### src/rtl/core_rf_pkg.sv
// Shared types, default sizes and the parity helper for the Selen integer register file.
// Parity storage is compiled in only when CORE_RF_PARITY_EN is defined.
package core_rf_pkg;

    localparam int unsigned RF_DATA_W       = 32;
    localparam int unsigned RF_ADDR_W       = 5;
    localparam int unsigned RF_PARITY_MAX_W = 64;

    typedef enum logic {
        INIT,
        READY
    } rf_state_t;

    // Even parity over a zero-extended word; callers must keep DATA_W <= RF_PARITY_MAX_W.
    function automatic logic rf_parity(input logic [RF_PARITY_MAX_W-1:0] value);
        return ^value;
    endfunction

endpackage

### src/rtl/core_rf_init_ctrl.sv
// Post-reset clear sequencer: walks every register address once, then parks in READY
// until the next reset.
module core_rf_init_ctrl
    import core_rf_pkg::*;
#(
    parameter int ADDR_W = RF_ADDR_W
) (
    input  logic              clk,
    input  logic              rst_n,
    output logic              init_we,
    output logic [ADDR_W-1:0] init_addr,
    output logic              init_done
);

    localparam logic [ADDR_W-1:0] LAST_ADDR = '1;

    rf_state_t         state;
    rf_state_t         state_next;
    logic [ADDR_W-1:0] cnt;
    logic [ADDR_W-1:0] cnt_next;

    always_ff @(posedge clk or negedge rst_n) begin
        if (!rst_n) begin
            state <= INIT;
            cnt   <= '0;
        end else begin
            state <= state_next;
            cnt   <= cnt_next;
        end
    end

    // Terminal count is compared explicitly so the counter never relies on wrapping.
    always_comb begin
        state_next = state;
        cnt_next   = cnt;
        case (state)
            INIT: begin
                if (cnt == LAST_ADDR) begin
                    state_next = READY;
                end else begin
                    cnt_next = cnt + 1'b1;
                end
            end
            READY: begin
                state_next = READY;
            end
            default: begin
                state_next = INIT;
                cnt_next   = '0;
            end
        endcase
    end

    always_comb begin
        init_we   = (state == INIT);
        init_addr = cnt;
        init_done = (state == READY);
    end

endmodule

### src/rtl/core_reg_file_init.sv
// Selen integer register file: 2R/1W, registered reads with write-first bypass, optional
// hardwired zero register and a hardware clear after reset. Parity: CORE_RF_PARITY_EN.
module core_reg_file_init
    import core_rf_pkg::*;
#(
    parameter int DATA_W   = RF_DATA_W,
    parameter int ADDR_W   = RF_ADDR_W,
    parameter bit ZERO_REG = 1'b1
) (
    input  logic              clk,
    input  logic              rst_n,
    input  logic [ADDR_W-1:0] rs1,
    input  logic [ADDR_W-1:0] rs2,
    input  logic [ADDR_W-1:0] rd,
    input  logic [DATA_W-1:0] data_in,
    input  logic              we,
    input  logic              order,
    output logic [DATA_W-1:0] src1_out_r,
    output logic [DATA_W-1:0] src2_out_r,
    output logic              init_done
`ifdef CORE_RF_PARITY_EN
    ,
    output logic              parity_err_r
`endif
);

    localparam int DEPTH = 2 ** ADDR_W;
`ifdef CORE_RF_PARITY_EN
    localparam int ENTRY_W = DATA_W + 1;
`else
    localparam int ENTRY_W = DATA_W;
`endif

    logic [ENTRY_W-1:0] mem [DEPTH];

    logic              init_we;
    logic [ADDR_W-1:0] init_addr;
    logic              wr_en;
    logic [ENTRY_W-1:0] wr_entry;
    logic [ENTRY_W-1:0] rd_entry1;
    logic [ENTRY_W-1:0] rd_entry2;
    logic              zero1;
    logic              zero2;
    logic              byp1;
    logic              byp2;
    logic [DATA_W-1:0] val1;
    logic [DATA_W-1:0] val2;

    core_rf_init_ctrl #(
        .ADDR_W(ADDR_W)
    ) u_init_ctrl (
        .clk      (clk),
        .rst_n    (rst_n),
        .init_we  (init_we),
        .init_addr(init_addr),
        .init_done(init_done)
    );

    always_comb begin
        wr_en = we && init_done && !(ZERO_REG && (rd == '0));
`ifdef CORE_RF_PARITY_EN
        wr_entry = {rf_parity(RF_PARITY_MAX_W'(data_in)), data_in};
`else
        wr_entry = data_in;
`endif
    end

    // The clear sequence owns the write port until init_done, so user writes are dropped.
    always_ff @(posedge clk) begin
        if (init_we) begin
            mem[init_addr] <= '0;
        end else if (wr_en) begin
            mem[rd] <= wr_entry;
        end
    end

    always_comb begin
        rd_entry1 = mem[rs1];
        rd_entry2 = mem[rs2];
        zero1     = ZERO_REG && (rs1 == '0);
        zero2     = ZERO_REG && (rs2 == '0);
        byp1      = we && (rd == rs1);
        byp2      = we && (rd == rs2);

        if (zero1) begin
            val1 = '0;
        end else if (byp1) begin
            val1 = data_in;
        end else begin
            val1 = rd_entry1[DATA_W-1:0];
        end

        if (zero2) begin
            val2 = '0;
        end else if (byp2) begin
            val2 = data_in;
        end else begin
            val2 = rd_entry2[DATA_W-1:0];
        end
    end

    always_ff @(posedge clk or negedge rst_n) begin
        if (!rst_n) begin
            src1_out_r <= '0;
            src2_out_r <= '0;
        end else if (!init_done) begin
            src1_out_r <= '0;
            src2_out_r <= '0;
        end else if (order) begin
            src1_out_r <= val2;
            src2_out_r <= val1;
        end else begin
            src1_out_r <= val1;
            src2_out_r <= val2;
        end
    end

`ifdef CORE_RF_PARITY_EN
    logic perr1;
    logic perr2;

    // Only reads served from the array are checked; bypass and zero-register reads carry no parity.
    always_comb begin
        perr1 = !zero1 && !byp1 &&
                (rd_entry1[DATA_W] != rf_parity(RF_PARITY_MAX_W'(rd_entry1[DATA_W-1:0])));
        perr2 = !zero2 && !byp2 &&
                (rd_entry2[DATA_W] != rf_parity(RF_PARITY_MAX_W'(rd_entry2[DATA_W-1:0])));
    end

    always_ff @(posedge clk or negedge rst_n) begin
        if (!rst_n) begin
            parity_err_r <= 1'b0;
        end else begin
            parity_err_r <= init_done && (perr1 || perr2);
        end
    end
`endif

endmodule

### config.mk
export PLATFORM = sky130hd
export DESIGN_NAME = core_reg_file_init
export DESIGN_NICKNAME = d
export VERILOG_FILES = /design/src/rtl/core_rf_pkg.sv /design/src/rtl/core_rf_init_ctrl.sv /design/src/rtl/core_reg_file_init.sv
export SDC_FILE = /design/constraint.sdc
export NUM_CORES = 1
export LEC_CHECK = 0
export ABC_CLOCK_PERIOD_IN_PS = 4800
export BUFFER_PORTS_ARGS = -buffer_cell sky130_fd_sc_hd__buf_2
export CAP_MARGIN = 5
export CORE_AREA = 8 8 425 427
export DETAILED_ROUTE_END_ITERATION = 8
export DIE_AREA = 0 0 433 435
export PLACE_DENSITY = 0.42
export SETUP_SLACK_MARGIN = 0.5
export SLEW_MARGIN = 0
export SYNTH_ARGS = -nofsm -noshare
export SYNTH_HDL_FRONTEND = slang
export SYNTH_HIERARCHICAL = 1
export SYNTH_SLANG_ARGS = --single-unit
### constraint.sdc
create_clock -name clk -period 4.8 [get_ports clk]
set_input_delay 0.24 -clock clk [delete_from_list [all_inputs] [get_ports clk]]
set_output_delay 0.24 -clock clk [all_outputs]
set_load 0.01 [all_outputs]
# Word level (Yosys, flattened, before mapping)
# Memory sizes are Yosys's and may differ from the RTL's.
# Cells that the tools add are included.
dict set report op_classes {
  n_eq_ne 3
  n_bitwise 2
  mux 17
  add_sub_neg 1
  reduce_logical 10
}
# cell n
set op_table {}
lappend op_table {{32-bit two-way mux} 9}
lappend op_table {{32-bit OR reduction} 1}
lappend op_table {{5-bit logical NOT} 3}
lappend op_table {{5-bit == test} 2}
lappend op_table {{1-bit two-way mux} 6}
lappend op_table {{5-bit by 1-bit adder with 5-bit output (second input constant)} 1}
lappend op_table {{5-bit == test (second input constant)} 1}
lappend op_table {{5-bit two-way mux} 1}
lappend op_table {{1-bit logical AND} 4}
lappend op_table {{1-bit inverter} 2}
lappend op_table {{1-bit one-hot mux with 2 select lines} 1}
lappend op_table {{2-bit AND reduction} 1}
lappend op_table {{1-bit logical NOT} 1}
dict set report totals {
  ramBits 1024
  out_inout_bits 65
  memories 1
  input_bits 51
  ff_bits 70
  elab_cells 38
}
# name words word_bits rd rd_clocked_by_memory_dff wr line
set mem_list {}
lappend mem_list {mem 32 32 2 0 1 core_reg_file_init.sv:34} ;# logic [ENTRY_W-1:0] mem [DEPTH];

# Logic depth before layout (Yosys ltp)
dict set report logic_depth {
  word_depth 8
  depth_mapped 11
  mapped_depth_nobuf 7
}

# Hierarchy
# The synthesis kept the hierarchy.
# module seq_area_each_um2 cells_per_inst area_per_inst_um2 n_inst
set modules_own_cells {}
lappend modules_own_cells {core_reg_file_init 32351.0 2957 51413.1 1}
lappend modules_own_cells {core_rf_init_ctrl 150.1 19 259.0 1}

# Worst setup path after synthesis
# No wires, ideal clock.
dict set report synth_timing {
  path_type {register to register}
  startpoint {register u_init_ctrl.state (netlist: u_init_ctrl/init_done)}
  endpoint {memory mem[4][0] in the netlist's numbering (enable)}
  stages_incl_launch_ff 9
  arrival_ps 3148
  t_required_ps 4379
  setup_time_ps 421
  setup_slack_ps 1231
  synth_period_minus_slack_ps 3569
  path_buffers 1
  path_cell_list {dfrtp_1 > inv_1 > nand3b_1 > a21oi_1 > clkbuf_1 > nand3b_1 > o21ai_0 > nand2_1 > nor2_1}
}
dict set report synth_between {
  elab_chain_len 7
  word_cells_on_any_way 9
  classes_between {mux (6); reduce/logical (3)}
}
# item line
set synth_lines {}
lappend synth_lines {{from (decl)} core_rf_init_ctrl.sv:17} ;# rf_state_t state;
lappend synth_lines {{from (signal assigned)} core_rf_init_ctrl.sv:27} ;# state <= state_next;
lappend synth_lines {{1-bit logical AND (2 in a row)} core_reg_file_init.sv:60} ;# wr_en = we && init_done && !(ZERO_REG && (rd == '0));
lappend synth_lines {{1-bit two-way mux} core_reg_file_init.sv:72} ;# end else if (wr_en) begin
lappend synth_lines {{1-bit two-way mux} core_reg_file_init.sv:70} ;# if (init_we) begin
lappend synth_lines {{1-bit two-way mux (not written as such)} core_reg_file_init.sv:73} ;# mem[rd] <= wr_entry;
lappend synth_lines {{32-bit OR reduction (no line)} -}
lappend synth_lines {{5-bit two-way mux (no line) / 1-bit two-way mux (equally long branches)} -}
lappend synth_lines {{to (decl)} core_reg_file_init.sv:34}
# Several ways; a longest one is shown, not always the timed one.

# Worst setup path after layout
dict set report layout_timing {
  startpoint {register u_init_ctrl.state (netlist: u_init_ctrl/init_done)}
  endpoint {memory mem[1][10] in the netlist's numbering (enable)}
}
# Same word-level chain as after synthesis.

==> flow_metrics.py <==
metrics = {
    "outcome": {
        "outcome": "completed",
    },
    "worst_setup_path": {
        "critPathArrivalTime_ns": 4.12,
        "ff2ff_path_depth": 7,
        "critPathLaunchType": "flop",
        "crit_buf_inv": 2,
        "crit_required_ns": 5.18,
        "cp_slowest_cell": "nor2_4",
        "cp.depth": 7,
        "path_class": "reg2reg",
        "worstPathMaxFanout": 17,
        "r2r-start": "u_init_ctrl/init_done",
        "worstPathCellList": "inv_1 -> nand3b_1 -> a21oi_4 -> mux2i_1 -> nand2_1 -> nor2_4 -> buf_4",
        "max_stage_delay_ns": 0.83,
        "endpoint_kind": "flop",
        "reg2reg_to": "mem[1][10]",
        "cp_top_family": "simple AND/OR/NAND/NOR gates",
        "r2r_slack_ns": 1.06,
    },
    "hold_path": {
        "hold_start": "order",
        "hold_depth": 3,
        "hold_end": "src2_out_r[22]",
        "hp-class": "in2reg",
    },
    "sta": {
        "min_period_ns": 3.74,
        "final_max_slew_viol_count": 0,
        "clock_skew_ns": 0.0280,
        "rsz0062_at_grt": "false",
        "max_freq_mhz": 267,
        "worst_slew_pin_slew_ns": 1.30,
        "holdWs_ns": 0.135,
        "slew_headroom_pct": 13.3,
        "finalSetupViolCount": 0,
        "hold_violations": 0,
        "tns_ns": 0,
        "period_share_pct": 78.0,
    },
    "clock_tree": {
        "cts.clk_slew.worst_paths_ns": 0.06,
        "clk_latency_ns": 0.76,
        "clock_path_buffers": 3,
        "htree_levels": 3,
        "clkSinkCount": 1094,
        "post_cts_buffers": 0,
        "cts_tree": "built",
        "cts.repair.resized": 0,
        "cts_root_buffer": "clkbuf_16",
        "cts_buffers": 120,
        "cts_hold_buffers": 34,
    },
    "drt": {
        "firstDrtPassIters": 9,
        "drt_iter0_drc": 3480,
        "viasPerCell": 5.78,
        "vias": 32400,
        "avgRoutedWirePerCell_um": 36.9,
        "ant_nets": 0,
        "post-route-drc-count": 0,
        "wl_um": 206000,
    },
    "place": {
        "placed_area_mm2": 0.0554,
        "place_hpwl_um": 126000,
        "port_buffers": 115,
        "place_congestion": 0.846,
    },
    "synthesis": {
        "ys_ff_latch": 1094,
        "synth.distinct_cells": 72,
        "synth_fp_nets": 3029,
        "yosysTopAreaCell": "edfxtp_1",
        "synth-edff-count": 1024,
        "synthCells": 2976,
        "netlist.area_leader.share_pct": 59.5,
        "avgSynthCellArea_um2": 17.4,
        "ys_seq_area_share_pct": 62.9,
        "synth_area_leaders": "edfxtp_1, mux4_2, mux2i_1",
        "netlist_area_mm2": 0.0517,
        "synth-main-ff-cell": "edfxtp_1",
        "synth_commonest_cells": "edfxtp_1, mux4_2, mux2i_1",
        "synthArstFlopShare_pct": 6.40,
        "yosysWarningCount": 6,
        "yosysMostFrequentCell": "edfxtp_1",
    },
    "pwr": {
        "leakagePower_nw": 21.3,
        "p_per_area_mw_per_mm2": 372,
        "power_w": 0.0222,
        "vdd_ir_drop_max_mv": 0.265,
    },
    "finish": {
        "drive_above_1_share_pct": 26.9,
        "post-route-cell-area_mm2": 0.0598,
        "n_fill_cell": 16300,
        "multi_input_area_mm2": 0.0181,
        "register_area_mm2": 0.0325,
        "utilization_pct": 34.5,
        "nets": 3221,
        "syn_to_final_growth_pct": 15.8,
    },
    "global_routing": {
        "track_usage_pct": 21.3,
        "grt_start_max_net_pins": 92,
        "grt_pass1_wl_um": 282000,
        "grt.overflow.total": 0,
        "antenna_found_initial": 3,
        "grt_pass1_vias": 33700,
    },
    "floorplan": {
        "dieArea_mm2": 0.188,
        "ios": 116,
        "row_count": 153,
        "start_util_pct": 29.8,
        "die_w_um": 433,
        "fp.dieH_um": 435,
        "core_area_mm2": 0.173,
    },
    "run": {
        "drv_cap": 0,
    },
}
==> worst register-to-register path, cell delays in order, from the launching register on <==
cell	delay, ns
dfrtp_1	0.50
inv_1	0.11
nand3b_1	0.23
a21oi_4	0.37
mux2i_1	0.40
nand2_1	0.32
nor2_4	0.83
buf_4	0.58
==> power by group <==
group / internal, W / total [W] / switching [W]
combinational: 0.000685 / 0.00207 / 0.00139
clock: 0.00556 / 0.00957 / 0.00401
sequential: 0.0105 / 0.0106 / 0.0000508
==> state kept, by name, summed over array words and instances (netlist names) <==
register and count:
mem 1024, src1_out_r 32, u_init_ctrl/init_done 1, src2_out_r 32
u_init_ctrl/init_addr 5
==> cell type report <==
class | count | area share (%)
diodes | 3 | 0.0125
clock buffers | 150 | 5.40
clock inverters | 75 | 1.38
inverters | 10 | 0.0627
multi-input cells | 1647 | 30.2
flip-flops and latches | 1094 | 54.3
well taps | 2325 | 4.86
repair buffers | 295 | 3.77
==> per-layer routing <==
metal  track usage (%)  wire length, um  up-vias  part of all wire [%]
li1                  -                -    13000                     -
met1              26.3            79700    17500                    39
met2              37.1           104000     1465                    51
met3              3.10            12200      369                   5.9
met4              9.41            10100        0                   4.9
met5                 0                0        -                     0
==> through the flow <==
step / cells / setup slack, ns
3_5_place_dp: 5336 / 1.08
4_1_cts: 5595 / 1.04
5_1_grt: 5596 / 0.886
6_report: 5599 / 1.06
3_3_place_gp: 5336 / 0.984
2_1_floorplan: 2976 / 1.23
==> worst max-delay path by stage <==
| stage | from | endpoint | slack (ns) |
|---|---|---|---|
| 2_1_floorplan | u_init_ctrl/init_done | mem[4][0] | 1.23 |
| 3_3_place_gp | rd[1] | mem[1][2] | 0.98 |
| 4_1_cts | u_init_ctrl/init_done | mem[1][10] | 1.04 |
| 6_report | u_init_ctrl/init_done | mem[1][10] | 1.06 |
| 5_1_grt | u_init_ctrl/init_done | mem[1][10] | 0.89 |
| 3_5_place_dp | rd[1] | mem[1][2] | 1.08 |
==> cells by family (layout without fill, tap and decap cells) <==
| logic type | Yosys count | in the layout | synth area share, % |
|---|---|---|---|
| flops | 1094 | 1094 | 62.9 |
| mux | 703 | 703 | 22.4 |
| compound gates | 548 | 548 | 8.04 |
| simple gates | 381 | 381 | 3.51 |
| buf+inv | 235 | 530 | 2.91 |
| xor+xnor | 13 | 13 | 0.220 |
| fa+ha+maj | 2 | 2 | 0.0484 |
| other cells | 0 | 3 | 0 |
==> placed cells by master (no fill, tap or decap), types with 12 or more instances in the layout <==
cell,count
a21oi_1,46
a221oi_1,106
a22o_1,47
a22oi_1,123
and2_1,35
buf_12,14
buf_2,108
buf_4,134
bufinv_16,15
clkbuf_1,21
clkbuf_16,122
clkinv_1,22
clkinv_2,20
dfrtp_1,70
dlygate4sd3_1,33
edfxtp_1,1024
mux2_2,18
mux2i_1,329
mux4_1,12
mux4_2,344
nand2_1,93
nand3_1,38
nor2_1,85
nor2_4,35
nor3_1,32
o211ai_1,15
o21ai_0,48
o221ai_1,12
o22ai_1,24
o31ai_1,24
o32ai_1,20
Power figures use the tool's default switching activity.
